--- src/rtl/stopwatch_pkg.sv ---
// rtl/stopwatch_pkg.sv - shared constants and helpers for the stopwatch core
package stopwatch_pkg;

    localparam logic [5:0] MAX_VAL = 6'd59;

    localparam logic [1:0] DIG_SEC_ONES = 2'd0;
    localparam logic [1:0] DIG_SEC_TENS = 2'd1;
    localparam logic [1:0] DIG_MIN_ONES = 2'd2;
    localparam logic [1:0] DIG_MIN_TENS = 2'd3;

    // Segment order {g,f,e,d,c,b,a}, active-low
    localparam logic [6:0] SEG_0     = 7'b1000000;
    localparam logic [6:0] SEG_1     = 7'b1111001;
    localparam logic [6:0] SEG_2     = 7'b0100100;
    localparam logic [6:0] SEG_3     = 7'b0110000;
    localparam logic [6:0] SEG_4     = 7'b0011001;
    localparam logic [6:0] SEG_5     = 7'b0010010;
    localparam logic [6:0] SEG_6     = 7'b0000010;
    localparam logic [6:0] SEG_7     = 7'b1111000;
    localparam logic [6:0] SEG_8     = 7'b0000000;
    localparam logic [6:0] SEG_9     = 7'b0010000;
    localparam logic [6:0] SEG_BLANK = 7'h7F;

    function automatic logic [5:0] inc_wrap(input logic [5:0] v);
        return (v == MAX_VAL) ? 6'd0 : v + 6'd1;
    endfunction

    function automatic logic [3:0] tens_of(input logic [5:0] v);
        logic [5:0] t;
        t = v / 6'd10;
        return t[3:0];
    endfunction

    function automatic logic [3:0] ones_of(input logic [5:0] v);
        logic [5:0] o;
        o = v % 6'd10;
        return o[3:0];
    endfunction

endpackage

--- src/rtl/seg7_decoder.sv ---
// rtl/seg7_decoder.sv - combinational digit to active-low 7-segment decoder
module seg7_decoder
    import stopwatch_pkg::*;
(
    input  logic [3:0] digit_i,
    output logic [6:0] seg_o
);

    always_comb begin
        case (digit_i)
            4'd0:    seg_o = SEG_0;
            4'd1:    seg_o = SEG_1;
            4'd2:    seg_o = SEG_2;
            4'd3:    seg_o = SEG_3;
            4'd4:    seg_o = SEG_4;
            4'd5:    seg_o = SEG_5;
            4'd6:    seg_o = SEG_6;
            4'd7:    seg_o = SEG_7;
            4'd8:    seg_o = SEG_8;
            4'd9:    seg_o = SEG_9;
            default: seg_o = SEG_BLANK;
        endcase
    end

endmodule

--- src/rtl/stopwatch_core.sv ---
// rtl/stopwatch_core.sv - mm:ss stopwatch with run/pause, adjust mode and multiplexed display
module stopwatch_core
    import stopwatch_pkg::*;
(
    input  logic       clk,
    input  logic       rst,
    input  logic       one_hz,
    input  logic       two_hz,
    input  logic       fast_clk,
    input  logic       blink_clk,
    input  logic       pause,
    input  logic       adj,
    input  logic       sel,
    output logic [5:0] minutes,
    output logic [5:0] seconds,
    output logic [3:0] an,
    output logic [6:0] seg
);

    logic       one_prev_q, two_prev_q, fast_prev_q;
    logic       one_tick, two_tick, fast_tick;
    logic       paused_q, paused_d;
    logic [5:0] minutes_q, minutes_d;
    logic [5:0] seconds_q, seconds_d;
    logic [1:0] idx_q, idx_d;
    logic [3:0] an_q, an_d;
    logic [6:0] seg_q, seg_d;
    logic [3:0] digit;
    logic [6:0] seg_dec;
    logic       blank;

    assign one_tick  = one_hz   & ~one_prev_q;
    assign two_tick  = two_hz   & ~two_prev_q;
    assign fast_tick = fast_clk & ~fast_prev_q;

    always_comb begin
        minutes_d = minutes_q;
        seconds_d = seconds_q;
        paused_d  = paused_q ^ pause;
        idx_d     = fast_tick ? idx_q + 2'd1 : idx_q;
        // Adjust mode owns the counters outright; one_hz is dropped, not deferred
        if (adj) begin
            if (two_tick) begin
                if (sel) seconds_d = inc_wrap(seconds_q);
                else     minutes_d = inc_wrap(minutes_q);
            end
        end else if (!paused_q && one_tick) begin
            seconds_d = inc_wrap(seconds_q);
            if (seconds_q == MAX_VAL) minutes_d = inc_wrap(minutes_q);
        end
    end

    always_comb begin
        case (idx_q)
            DIG_SEC_ONES: digit = ones_of(seconds_q);
            DIG_SEC_TENS: digit = tens_of(seconds_q);
            DIG_MIN_ONES: digit = ones_of(minutes_q);
            default:      digit = tens_of(minutes_q);
        endcase
    end

    seg7_decoder u_dec (
        .digit_i (digit),
        .seg_o   (seg_dec)
    );

    always_comb begin
        blank = 1'b0;
        if (adj && blink_clk) begin
            if (sel) blank = (idx_q == DIG_SEC_ONES) || (idx_q == DIG_SEC_TENS);
            else     blank = (idx_q == DIG_MIN_ONES) || (idx_q == DIG_MIN_TENS);
        end
        an_d  = ~(4'b0001 << idx_q);
        seg_d = blank ? SEG_BLANK : seg_dec;
    end

    always_ff @(posedge clk) begin
        if (rst) begin
            one_prev_q  <= 1'b0;
            two_prev_q  <= 1'b0;
            fast_prev_q <= 1'b0;
            paused_q    <= 1'b0;
            minutes_q   <= 6'd0;
            seconds_q   <= 6'd0;
            idx_q       <= 2'd0;
            an_q        <= 4'b1111;
            seg_q       <= SEG_BLANK;
        end else begin
            one_prev_q  <= one_hz;
            two_prev_q  <= two_hz;
            fast_prev_q <= fast_clk;
            paused_q    <= paused_d;
            minutes_q   <= minutes_d;
            seconds_q   <= seconds_d;
            idx_q       <= idx_d;
            an_q        <= an_d;
            seg_q       <= seg_d;
        end
    end

    assign minutes = minutes_q;
    assign seconds = seconds_q;
    assign an      = an_q;
    assign seg     = seg_q;

endmodule
--- config.mk ---
export PLATFORM = sky130hd
export DESIGN_NAME = stopwatch_core
export DESIGN_NICKNAME = d
export VERILOG_FILES = /design/src/rtl/stopwatch_pkg.sv /design/src/rtl/seg7_decoder.sv /design/src/rtl/stopwatch_core.sv
export SDC_FILE = /design/constraint.sdc
export NUM_CORES = 1
export LEC_CHECK = 0
export CORE_MARGIN = 2
export CORE_UTILIZATION = 35
export DETAILED_ROUTE_END_ITERATION = 6
export PLACE_DENSITY_LB_ADDON = 0.12
export REMOVE_ABC_BUFFERS = 1
export SETUP_SLACK_MARGIN = 0.2
export SYNTH_ARGS = -nofsm -noshare
export SYNTH_HDL_FRONTEND = slang
export SYNTH_HIERARCHICAL = 1
export SYNTH_SLANG_ARGS = --single-unit
--- constraint.sdc ---
create_clock -name clk -period 7.81 [get_ports clk]
set_input_delay 0.781 -clock clk [delete_from_list [all_inputs] [get_ports clk]]
set_output_delay 0.781 -clock clk [all_outputs]
set_load 0.02 [all_outputs]
## Word-level counts from Yosys, hierarchy flattened

Memories as Yosys holds them, arrays and structs flattened. A register that Yosys moved wholly into a read port is not among the register bits.
Cells that the tools add are included.

- Add/subtract/negate cells: 3
- Div/mod/pow operators: 4
- Eq/ne operators: 8
- Shift-type cells: 1
- Multiplexer cells: 14
- Bitwise logic cells: 8
- Reductions and logical operators: 11

Operator list:

| kind | number |
|---|---|
| two-way mux 6 bit | 11 |
| adder 6 x 1 -> 6 bit, second input constant | 2 |
| divider 6 x 4 -> 6 bit, second input constant | 2 |
| == test 6 bit, second input constant | 2 |
| remainder unit 6 x 4 -> 6 bit, second input constant | 2 |
| one-hot mux 4 bit (3 select lines) | 1 |
| == test 2 bit, second input constant | 2 |
| != test 2 x 1 -> 1 bit, second input constant | 2 |
| NOT 4 bit | 1 |
| AND reduction 4 bit | 1 |
| nonzero test 2 bit | 2 |
| << shifter 1 x 2 -> 4 bit, first input constant | 1 |
| bitwise AND 1 bit | 3 |
| NOT 1 bit | 3 |
| AND reduction 3 bit | 1 |
| adder 2 x 1 -> 2 bit, second input constant | 1 |
| == test 2 x 1 -> 1 bit, second input constant | 1 |
| logical AND 1 bit | 2 |
| logical NOT 2 bit | 1 |
| logical OR 1 bit | 2 |
| two-way mux 1 bit | 2 |
| != test 2 bit, second input constant | 1 |
| OR reduction 2 bit | 1 |
| logical NOT 1 bit | 1 |
| XOR 1 bit | 1 |

- Register bits: 22
- Bits in read-only memories: 112
- Input port bits: 9
- Word-level logic and storage cells: 58
- Memories kept: 1

Memories:

| memory | words | width | rd ports | clocked after Yosys merged registers in | wr ports | line | RTL |
|---|---|---|---|---|---|---|---|
| (name not given) | 16 | 7 | 1 | 1 | 0 | seg7_decoder.sv:10 | `case (digit_i)` |

## Depth between registers and ports, before layout

Gate-level depths: netlist of the first run.

- Depth in word-level cells: 5
- Gate-level depth with buffers: 18
- Depth with buffers taken out: 15

## Modules after synthesis

The synthesis of the first run kept the hierarchy.

Modules (own cells, without submodules):

| module | instances | cells each | area an instance (um2) |
|---|---|---|---|
| stopwatch_core | 1 | 204 | 1,737.9 |
| seg7_decoder | 1 | 33 | 210.2 |

## Least setup slack after synthesis of the first run

OpenSTA, ideal clock, no wires.

- Kind: register -> register
- From: register idx_q[1]
- To: register seg_q[3], in the netlist seg[3]
- Library setup time: 0.123 ns
- Arrival time: 3.075 ns
- Required time: 7.687 ns
- Setup slack: 4.612 ns
- Cell stages (with the launch flop): 15
- Path buffers: 1
- Cells stage by stage: dfxtp_1 > inv_1 > ha_1 > buf_2 > mux2i_1 > ha_1 > a32oi_1 > o22ai_1 > a22oi_1 > inv_1 > ha_1 > or2_1 > a21oi_2 > a31oi_1 > or2_2

RTL lines:

| element | line | RTL |
|---|---|---|
| start: declaration | stopwatch_core.sv:25 | `logic [1:0] idx_q, idx_d;` |
| start signal: assignment | stopwatch_core.sv:95 | `idx_q <= idx_d;` |
| == test 2 bit (tied with other cells) | stopwatch_core.sv:54 | `case (idx_q)` |
| one-hot mux 4 bit (3 select lines) (*) | stopwatch_core.sv:54 |  |
| via digit[1] | stopwatch_core.sv:28 | `logic [3:0] digit;` |
| end: declaration | stopwatch_core.sv:27 | `logic [6:0] seg_q, seg_d;` |

The timed path passes the listed nets; every way through them passes the cells marked *.
A chain may end at the register's enable or synchronous reset.

## Worst setup path after layout of the first run

- From: register idx_q[0]
- To: register seg_q[3], in the netlist seg[3]

The elaborated chain is that of the path after synthesis.

==> results of run 1 <==
## cell families after synthesis
kind of cell             after synthesis  share of synthesized area [%]
multiplexers                          15                           7.90
AND/OR/NAND/NOR                       97                           26.3
buffers and inverters                 23                           5.84
XOR/XNOR                               7                           3.15
adder cells (fa/ha/maj)               13                           8.35
AO/OA/AOI/OAI                         53                           18.7
flip-flops                            29                           29.8
## cell usage after synthesis, types with 5 or more instances
| cell | n | area (sq um) |
|---|---|---|
| dfxtp_1 | 29 | 581 |
| nor2_1 | 28 | 105 |
| nand2_1 | 20 | 75.1 |
| ha_1 | 13 | 163 |
| mux2i_1 | 12 | 120 |
| a21oi_1 | 11 | 55.1 |
| o21ai_0 | 11 | 55.1 |
| inv_1 | 10 | 37.5 |
| nand2b_1 | 8 | 50.1 |
| or2_2 | 7 | 43.8 |
| clkbuf_1 | 6 | 22.5 |
| nand3_1 | 6 | 30.0 |
| nor2b_1 | 5 | 31.3 |
## metrics by stage
| stage | power [uW] | instance area, sq um | std cells | setup slack, ns | utilization (%) |
|---|---|---|---|---|---|
| 6_report | 374 | 2360 | 335 | 3.78 | 43.4 |
| 5_1_grt | 396 | 2360 | 335 | 3.35 | 43.4 |
| 3_5_place_dp | 253 | 2270 | 327 | 3.84 | 41.8 |
| 4_1_cts | 378 | 2360 | 335 | 3.82 | 43.4 |
| 2_1_floorplan | 222 | 1870 | 224 | 4.41 | - |
| 3_3_place_gp | 253 | 2270 | 327 | 3.88 | 41.8 |
## cell type report
type / instances / area (sq um) / share of cell area [%]
tap: 72 / 90.1 / 3.82
clock inverter: 3 / 17.5 / 0.743
clock buffer: 5 / 68.8 / 2.92
inverter: 10 / 37.5 / 1.59
timing repair buffer: 31 / 310 / 13.2
sequential: 29 / 581 / 24.6
multi-input combinational: 185 / 1250 / 53.2
## worst min path at each step
stage,start,to,slack [ns]
after floorplan,paused_q$_SDFF_PP0_,paused_q$_SDFF_PP0_,0.48
after global placement,paused_q$_SDFF_PP0_,paused_q$_SDFF_PP0_,0.51
after detailed placement,paused_q$_SDFF_PP0_,paused_q$_SDFF_PP0_,0.51
after CTS,paused_q$_SDFF_PP0_,paused_q$_SDFF_PP0_,0.53
after global routing,paused_q$_SDFF_PP0_,paused_q$_SDFF_PP0_,0.56
final,paused_q$_SDFF_PP0_,paused_q$_SDFF_PP0_,0.53
## layer usage
metal	wire length, um	vias to the layer above
li1	-	889
met5	0	-
met2	1850	36
met1	2340	802
met3	158	6
met4	77	0
## registers in the layout, summed over array words and instances (netlist names)
name	flops
idx_q	2
one_prev_q	1
minutes	6
seconds	6
an	4
paused_q	1
seg	7
two_prev_q	1
fast_prev_q	1
## power by group through the flow
stage          clock network (uW)  registers, uW  logic [uW]
4_1_cts                       128            163        87.5
3_3_place_gp                    0            166        87.0
3_5_place_dp                    0            166        86.7
2_1_floorplan                   0            175        47.0
6_report                      124            163        87.1
5_1_grt                       134            164        98.2
## worst min-delay path, cell delays in order, from the launching register on
cell and delay [ns]:
dfxtp_1 0.32, xnor2_1 0.13, nor2_1 0.04
==> reports/qor.txt, run 1 <==
Clk_skew: 0.00838 ns
Critical Path, Cell by Cell: inv_1, ha_1, mux2_2, nor2_1, nand2_1, o211ai_1, ha_1, o41ai_1, a211oi_1, or2b_1, a21oi_2, a31oi_1, or2_2
Synth-to-Final Area Change: 21.1%
Register area share after synthesis: 29.8%
Yosys warns: 6
Sequential share of power: 43.5%
CP arrival: 4.19 ns
Max-cap violations: 0
GRT overflow: 0
Core Area: 0.00544 sq mm
Clock-pin slew on the worst setup and hold paths: 0.07 ns
Reg2reg end: seg[3]$_SDFF_PP1_
Overall routing resource usage: 15.5%
Tightest Pin Transition: 0.921 ns
Largest net degree at the start of global routing: 15
Port Buffer Count: 31
DPL Wire Length: 3.19 mm
Routed vias: 1,733
Pwr/cell area: 159 mW/mm^2
Final WL: 4.42 mm
GR Util met2: 22.1%
Clock Power Share: 33.3%
Net Sw Frac: 30.5%
Die X: 78.6 um
CP max stage cell: a211oi_1
Int Pwr: 260 uW
FF-to-FF path depth: 13
GR Layer Usage met1: 22.3%
CTS tree: done
Routability cong.: 0.821
Number of synthesized register bits: 29
Clock buffer depth: 2
Fillers: 553
CP peak stage delay: 0.79 ns
Commonest non-fill, non-tap cells in the layout: clkdlybuf4s50_1 (31), dfxtp_1 (29), nor2_1 (28)
Wire per inst: 13.2 um
Worst Hold Path Cells: 2
RSZ-0062 raised after global routing: false
Prevailing post-synth register cell: dfxtp_1
Slew Viols, Final: 0
Crit. End Element: register
Final hold violation count: 0
EDFF count, synth: 0
Global-route wire length before repair: 7.62 mm
Cells after Synth: 237
Worst path top cell family by delay: compound AO/OA/AOI/OAI gates
Final Cycle Share: 51.5%
Post-route ant nets: 0
Worst r2r src: idx_q[0]$_SDFFE_PP0P_
Logic pwr share: 23.3%
Post-synth ARST share: 0%
Via density: 5.17
Global routing's busiest layer: met1
CTS hold repair buffers: 0
Crit path depth: 13
Flop2flop setup slack: 3.78 ns
Post-synthesis cell area: 0.00195 sq mm
Rows: 27
Die height: 78.6 um
Post-CTS resize count: 0
CP max FO: 14
Critical path type: reg -> reg
CTS Buf Count: 5
Setup Buffers After CTS: 0
I/O pin cnt: 32
H-tree levels: 2
Synthesized area per cell: 8.22 sq um
Drt first pass iters: 4
Worst skew pair latency: 0.29 ns
Worst Path Required: 7.98 ns
CTS Root Cell: clkbuf_8
Outcome: complete, no violations
Worst Setup SP: idx_q[0]$_SDFFE_PP0P_
Psw: 114 uW
Hold crit path type: reg -> reg
Commonest non-fill, non-tap cell in the layout: clkdlybuf4s50_1
Vias in the first global route: 1,567
Min Tclk post-route: 4.03 ns
Die Area: 0.00618 sq mm
Hold slack: 0.525 ns
Setup TNS: 0 ns
Sink Count: 29
P_leak: 0.000933 uW
Share of layout cells above drive strength 1: 9.89%
Final setup vio count: 0
Initial core utilization: 35.8%
Final Net Count: 284
Yosys cell types: 56
Worst path most repeated cell: ha_1
Diode count: 0
Antenna violations before repair: 0
Met3 Track Usage GR: 3.33%
DRC: 0
Iter 0 DRT Violations: 76
Worst rel slew slack: 38.2%
CP Capture Point: seg[3]$_SDFF_PP1_
CP Launch Type: register
VDD IR max: 0.0884 mV
Worst Path Buf+Inv: 1
Max Fclk: 248 MHz
(Power assumes the default switching activity.)
==> inputs of run 2 (changes only) <==
==> constraint.sdc (replaced) <==
create_clock -name clk -period 3.6 [get_ports clk]
set_input_delay 0.36 -clock clk [delete_from_list [all_inputs] [get_ports clk]]
set_output_delay 0.36 -clock clk [all_outputs]
set_load 0.02 [all_outputs]
==> run 2 against run 1 <==
  * Clock skew increased by 0.0012 ns
  * Clock power increased by 120%
  * Hold slack improved by 0.0023 ns
  * Maximum frequency increased by 27%
  * Combinational power increased by 130%
  * Count of clock-buffer cells in the layout increased by 1
  * Sequential power increased by 120%
  * Routed wire length increased by 2.6%
  * Power increased by 120%
==> reports/qor.txt, run 2 (synthesis gave the netlist of run 1 again) <==
Crit. End Element: register
Clock buffer depth: 2
Final setup vio count: 0
DPL Wire Length: 3.39 mm
Sequential share of power: 42.6%
DRC: 0
H-tree levels: 2
Overall routing resource usage: 15.6%
Drt first pass iters: 4
Clock-pin slew on the worst setup and hold paths: 0.07 ns
Setup TNS: 0 ns
Fin area: 0.00249 sq mm
Max-cap violations: 0
Max reg flops: 7
RSZ-0062 raised after global routing: true
Clk_skew: 0.00962 ns
Critical path type: reg -> reg
CP max stage cell: dfxtp_1
Antenna violations before repair: 0
Final hold violation count: 0
Worst Path Required: 3.76 ns
CP max FO: 10
Worst skew pair latency: 0.28 ns
Critical Path, Cell by Cell: inv_1, ha_2, or3b_4, and2_4, nand3_1, o211ai_1, ha_1, o41ai_2, a211oi_1, buf_4, or2_1, a21oi_2, a31oi_1, or2_2
Outcome: complete, no violations
CP Launch Type: register
Sink Count: 29
Final Net Count: 295
Net Sw Frac: 28.5%
Hold crit path type: reg -> reg
CTS Root Cell: clkbuf_8
Vias in the first global route: 1,596
Final WL: 4.54 mm
GRT overflow: 0
Setup Buffers After CTS: 0
Port Buffer Count: 31
Worst path top cell family by delay: simple AND/OR/NAND/NOR gates
Via density: 5.03
Global-route wire length before repair: 7.62 mm
Synth-to-Final Area Change: 27.6%
Diode count: 0
Die Area: 0.00618 sq mm
Psw: 236 uW
Iter 0 DRT Violations: 68
Post-route ant nets: 0
CTS Buf Count: 5
Rows: 27
Max Fclk: 314 MHz
Largest net degree at the start of global routing: 14
Commonest non-fill, non-tap cells in the layout: clkdlybuf4s50_1 (31), dfxtp_1 (29), nor2_1 (27)
Clock Power Share: 33.0%
Share of layout cells above drive strength 1: 16.1%
Routability cong.: 0.827
Wire per inst: 13.1 um
Slew Viols, Final: 0
CP arrival: 3.34 ns
Pwr/cell area: 333 mW/mm^2
Logic pwr share: 24.3%
Die X: 78.6 um
Worst rel slew slack: 66.7%
Min Tclk post-route: 3.18 ns
Core Area: 0.00544 sq mm
Commonest non-fill, non-tap cell in the layout: clkdlybuf4s50_1
CTS tree: done
Int Pwr: 591 uW
Final Cycle Share: 88.3%
I/O pin cnt: 32
VDD IR max: 0.222 mV
Initial core utilization: 35.8%
Tightest Pin Transition: 0.486 ns
CP peak stage delay: 0.39 ns
Routed vias: 1,736
Placement Cell Area: 0.00235 sq mm
Worst Path Buf+Inv: 2
Die height: 78.6 um
P_leak: 0.000995 uW
[run 2: cell types whose count changed in the layout (fill, tap and decap cells not counted), sizes merged]
| cell | previous run | this run |
|---|---|---|
| clkinv | 2 | 0 |
| clkbuf | 5 | 6 |
| buf | 0 | 11 |
[run 2: timing repair]
action | in CTS | in global routing
setup endpoints to repair | 0 | 7
hold buffers | 0 | 0
resized for setup | 0 | 10
[run 2: per-layer routing]
layer / routed length, um / global-route usage [%] / up-vias
met5: 0 / 0 / -
met2: 1940 / 23.2 / 24
met1: 2420 / 22.3 / 802
met3: 119 / 3.79 / 6
li1: - / - / 904
met4: 53 / 4.21 / 0
[run 2: power groups by stage]
stage / Combinational (uW) / Clock [uW] / Sequential, uW
6_report: 201 / 273 / 352
3_5_place_dp: 198 / 0 / 360
3_3_place_gp: 200 / 0 / 359
5_1_grt: 226 / 300 / 355
4_1_cts: 199 / 286 / 353
2_1_floorplan: 102 / 0 / 379
[run 2: area by class of cell]
type	instances	area, sq um
clock buffers	6	82.6
clock inverters	1	7.51
fillers	552	2950
inverters	10	37.5
multi-input cells	185	1290
flip-flops and latches	29	581
well taps	72	90.1
repair buffers	42	393
[run 2: metrics by stage]
step,std cells,setup WS (ns),power [uW],hold slack (ns),util [%]
5_1_grt,345,0.184,880,0.561,45.7
2_1_floorplan,224,0.204,481,0.432,-
3_5_place_dp,338,0.312,558,0.514,43.3
4_1_cts,345,0.291,837,0.529,45.0
6_report,345,0.420,827,0.528,45.7
3_3_place_gp,338,0.326,559,0.505,43.3
[run 2: worst paths after layout]
path	endpoint	cells after the start	startpoint	slack (ns)
min reg2reg	paused_q$_SDFF_PP0_	2	paused_q$_SDFF_PP0_	0.53
min	paused_q$_SDFF_PP0_	2	paused_q$_SDFF_PP0_	0.53
max reg2reg	seg[3]$_SDFF_PP1_	14	idx_q[0]$_SDFFE_PP0P_	0.42
max	seg[3]$_SDFF_PP1_	14	idx_q[0]$_SDFFE_PP0P_	0.42
[run 2: worst reg2reg max path, stage by stage, from the launching register on]
cell and delay [ns]:
dfxtp_1 0.39, inv_1 0.08, ha_2 0.25, or3b_4 0.39, and2_4 0.20, nand3_1 0.09
o211ai_1 0.09, ha_1 0.24, o41ai_2 0.34, a211oi_1 0.10, buf_4 0.17, or2_1 0.22
a21oi_2 0.15, a31oi_1 0.05, or2_2 0.29
==> inputs of run 3 (changes only) <==
--- a/config.mk
+++ b/config.mk
@@ -5,6 +5,7 @@
 export SDC_FILE = /design/constraint.sdc
 export NUM_CORES = 1
 export LEC_CHECK = 0
+export CORE_ASPECT_RATIO = 0.7
 export CORE_MARGIN = 2
 export CORE_UTILIZATION = 35
 export DETAILED_ROUTE_END_ITERATION = 6
==> run 3 against run 2 <==
  * Setup slack worse by 0.047 ns
  * Global-route usage is 0.36 points higher
  * Die area is 0.16% higher
  * Critical path depth unchanged
  * Core utilization rose by 0.80 points
==> reports/qor.txt, run 3 (synthesis gave the netlist of run 1 again) <==
CP arrival: 3.40 ns
Worst Path Buf+Inv: 2
Worst Path Required: 3.77 ns
Dpl cells: 336
Final setup vio count: 0
Synth-to-Final Area Change: 26.8%
Global-route wire length before repair: 7.56 mm
Critical path type: reg -> reg
Reg2reg end: seg[3]$_SDFF_PP1_
DRC: 0
Worst Hold Path Cells: 2
FF-to-FF path depth: 14
CTS tree: done
Hold path startpoint: paused_q$_SDFF_PP0_
Worst path top cell family by delay: simple AND/OR/NAND/NOR gates
Worst hold endpoint: paused_q$_SDFF_PP0_
Routability cong.: 0.892
Die height: 66.4 um
CP Launch Type: register
GRT overflow: 0
Largest net degree at the start of global routing: 14
Flop2flop setup slack: 0.37 ns
CP max FO: 10
Hold crit path type: reg -> reg
Core Area: 0.00531 sq mm
RSZ-0062 raised after global routing: false
Commonest non-fill, non-tap cells in the layout: clkdlybuf4s50_1 (31), dfxtp_1 (29), nor2_1 (27)
CTS Buf Count: 5
Tightest Pin Transition: 0.582 ns
Vias in the first global route: 1,583
CP peak stage delay: 0.40 ns
Port Buffer Count: 31
Worst skew pair latency: 0.28 ns
Worst r2r src: idx_q[0]$_SDFFE_PP0P_
DPL Wire Length: 3.42 mm
Drt first pass iters: 4
CTS Root Cell: clkbuf_8
Routed vias: 1,769
Post-route ant nets: 0
Initial core utilization: 36.7%
Overall routing resource usage: 15.9%
Clock buffer depth: 2
H-tree levels: 2
Sink Count: 29
I/O pin cnt: 32
VDD IR max: 0.170 mV
Wire per inst: 13.3 um
Diode count: 0
P_leak: 0.000993 uW
Setup TNS: 0 ns
Crit. End Element: register
Hold slack: 0.525 ns
Antenna violations before repair: 0
Max Fclk: 310 MHz
Final WL: 4.58 mm
CTS hold repair buffers: 0
Overall Power: 851 uW
Max-cap violations: 0
Rows: 22
Slew Viols, Final: 0
Clock-pin slew on the worst setup and hold paths: 0.06 ns
Min Tclk post-route: 3.23 ns
Worst rel slew slack: 60.8%
Commonest non-fill, non-tap cell in the layout: clkdlybuf4s50_1
Max reg flops: 7
Die X: 93.2 um
Final Util: 46.5%
Critical Path, Cell by Cell: inv_1, ha_2, or3b_4, and2_4, nand3_1, o211ai_1, ha_1, o41ai_1, a211oi_1, buf_4, or2_1, a21oi_2, a31oi_1, or2_2
Outcome: complete, no violations
Iter 0 DRT Violations: 76
Final Cycle Share: 89.7%
Via density: 5.13
Clk_skew: 0.00336 ns
Final Net Count: 294
Final hold violation count: 0
CP max stage cell: dfxtp_1
Die Area: 0.00619 sq mm
Share of layout cells above drive strength 1: 15.4%
Pwr/cell area: 344 mW/mm^2
Non-Filler Instances: 345
## run 3: cell count changes in the layout (fill, tap and decap cells not counted), sizes merged
cell | before | now
buf | 11 | 10
clkinv | 0 | 1
clkinvlp | 1 | 0
clkbuf | 6 | 7
## run 3: area by class of cell
| class | instances | area, sq um |
|---|---|---|
| clock buffers | 7 | 96.3 |
| clock inverters | 1 | 5.00 |
| fillers | 537 | 2840 |
| inverters | 10 | 37.5 |
| multi-input cells | 185 | 1280 |
| flip-flops and latches | 29 | 581 |
| well taps | 72 | 90.1 |
| repair buffers | 41 | 385 |
## run 3: per-layer routing
| layer | up-vias | track usage (%) | routed length (um) |
|---|---|---|---|
| li1 | 906 | - | - |
| met1 | 805 | 23.2 | 2500 |
| met2 | 55 | 21.9 | 1850 |
| met3 | 3 | 5.25 | 209 |
| met4 | 0 | 4.60 | 21 |
| met5 | - | 0 | 0 |
## run 3: report_power, final
part / internal, uW / switching, uW
clock: 172 / 125
sequential: 342 / 10.3
combinational: 100 / 102
total: 615 / 237
## run 3: what timing repair did
action | 4_1_cts | 5_1_grt
endpoints found under the setup margin | 0 | 7
buffers inserted | 0 | 1
resized for setup | 0 | 7
## run 3: worst min-delay path, stage by stage (launching register included)
cell and delay (ns):
dfxtp_1 0.34, xnor2_1 0.07, nor2_1 0.07
## run 3: per-stage QoR
stage	area [sq um]	setup WS, ns
final	2470	0.373
after global routing	2470	0.191
after CTS	2440	0.268
after detailed placement	2340	0.274
after global placement	2340	0.296
after floorplan	1870	0.204
## run 3: how the worst max path moves through the flow
stage	end	cells after the start	start
after floorplan	seg[3]$_SDFF_PP1_	13	idx_q[0]$_SDFFE_PP0P_
after global placement	seg[3]$_SDFF_PP1_	14	idx_q[0]$_SDFFE_PP0P_
after detailed placement	seg[3]$_SDFF_PP1_	14	idx_q[0]$_SDFFE_PP0P_
after CTS	seg[3]$_SDFF_PP1_	14	idx_q[0]$_SDFFE_PP0P_
after global routing	seg[5]$_SDFF_PP1_	14	idx_q[0]$_SDFFE_PP0P_
final	seg[3]$_SDFF_PP1_	14	idx_q[0]$_SDFFE_PP0P_
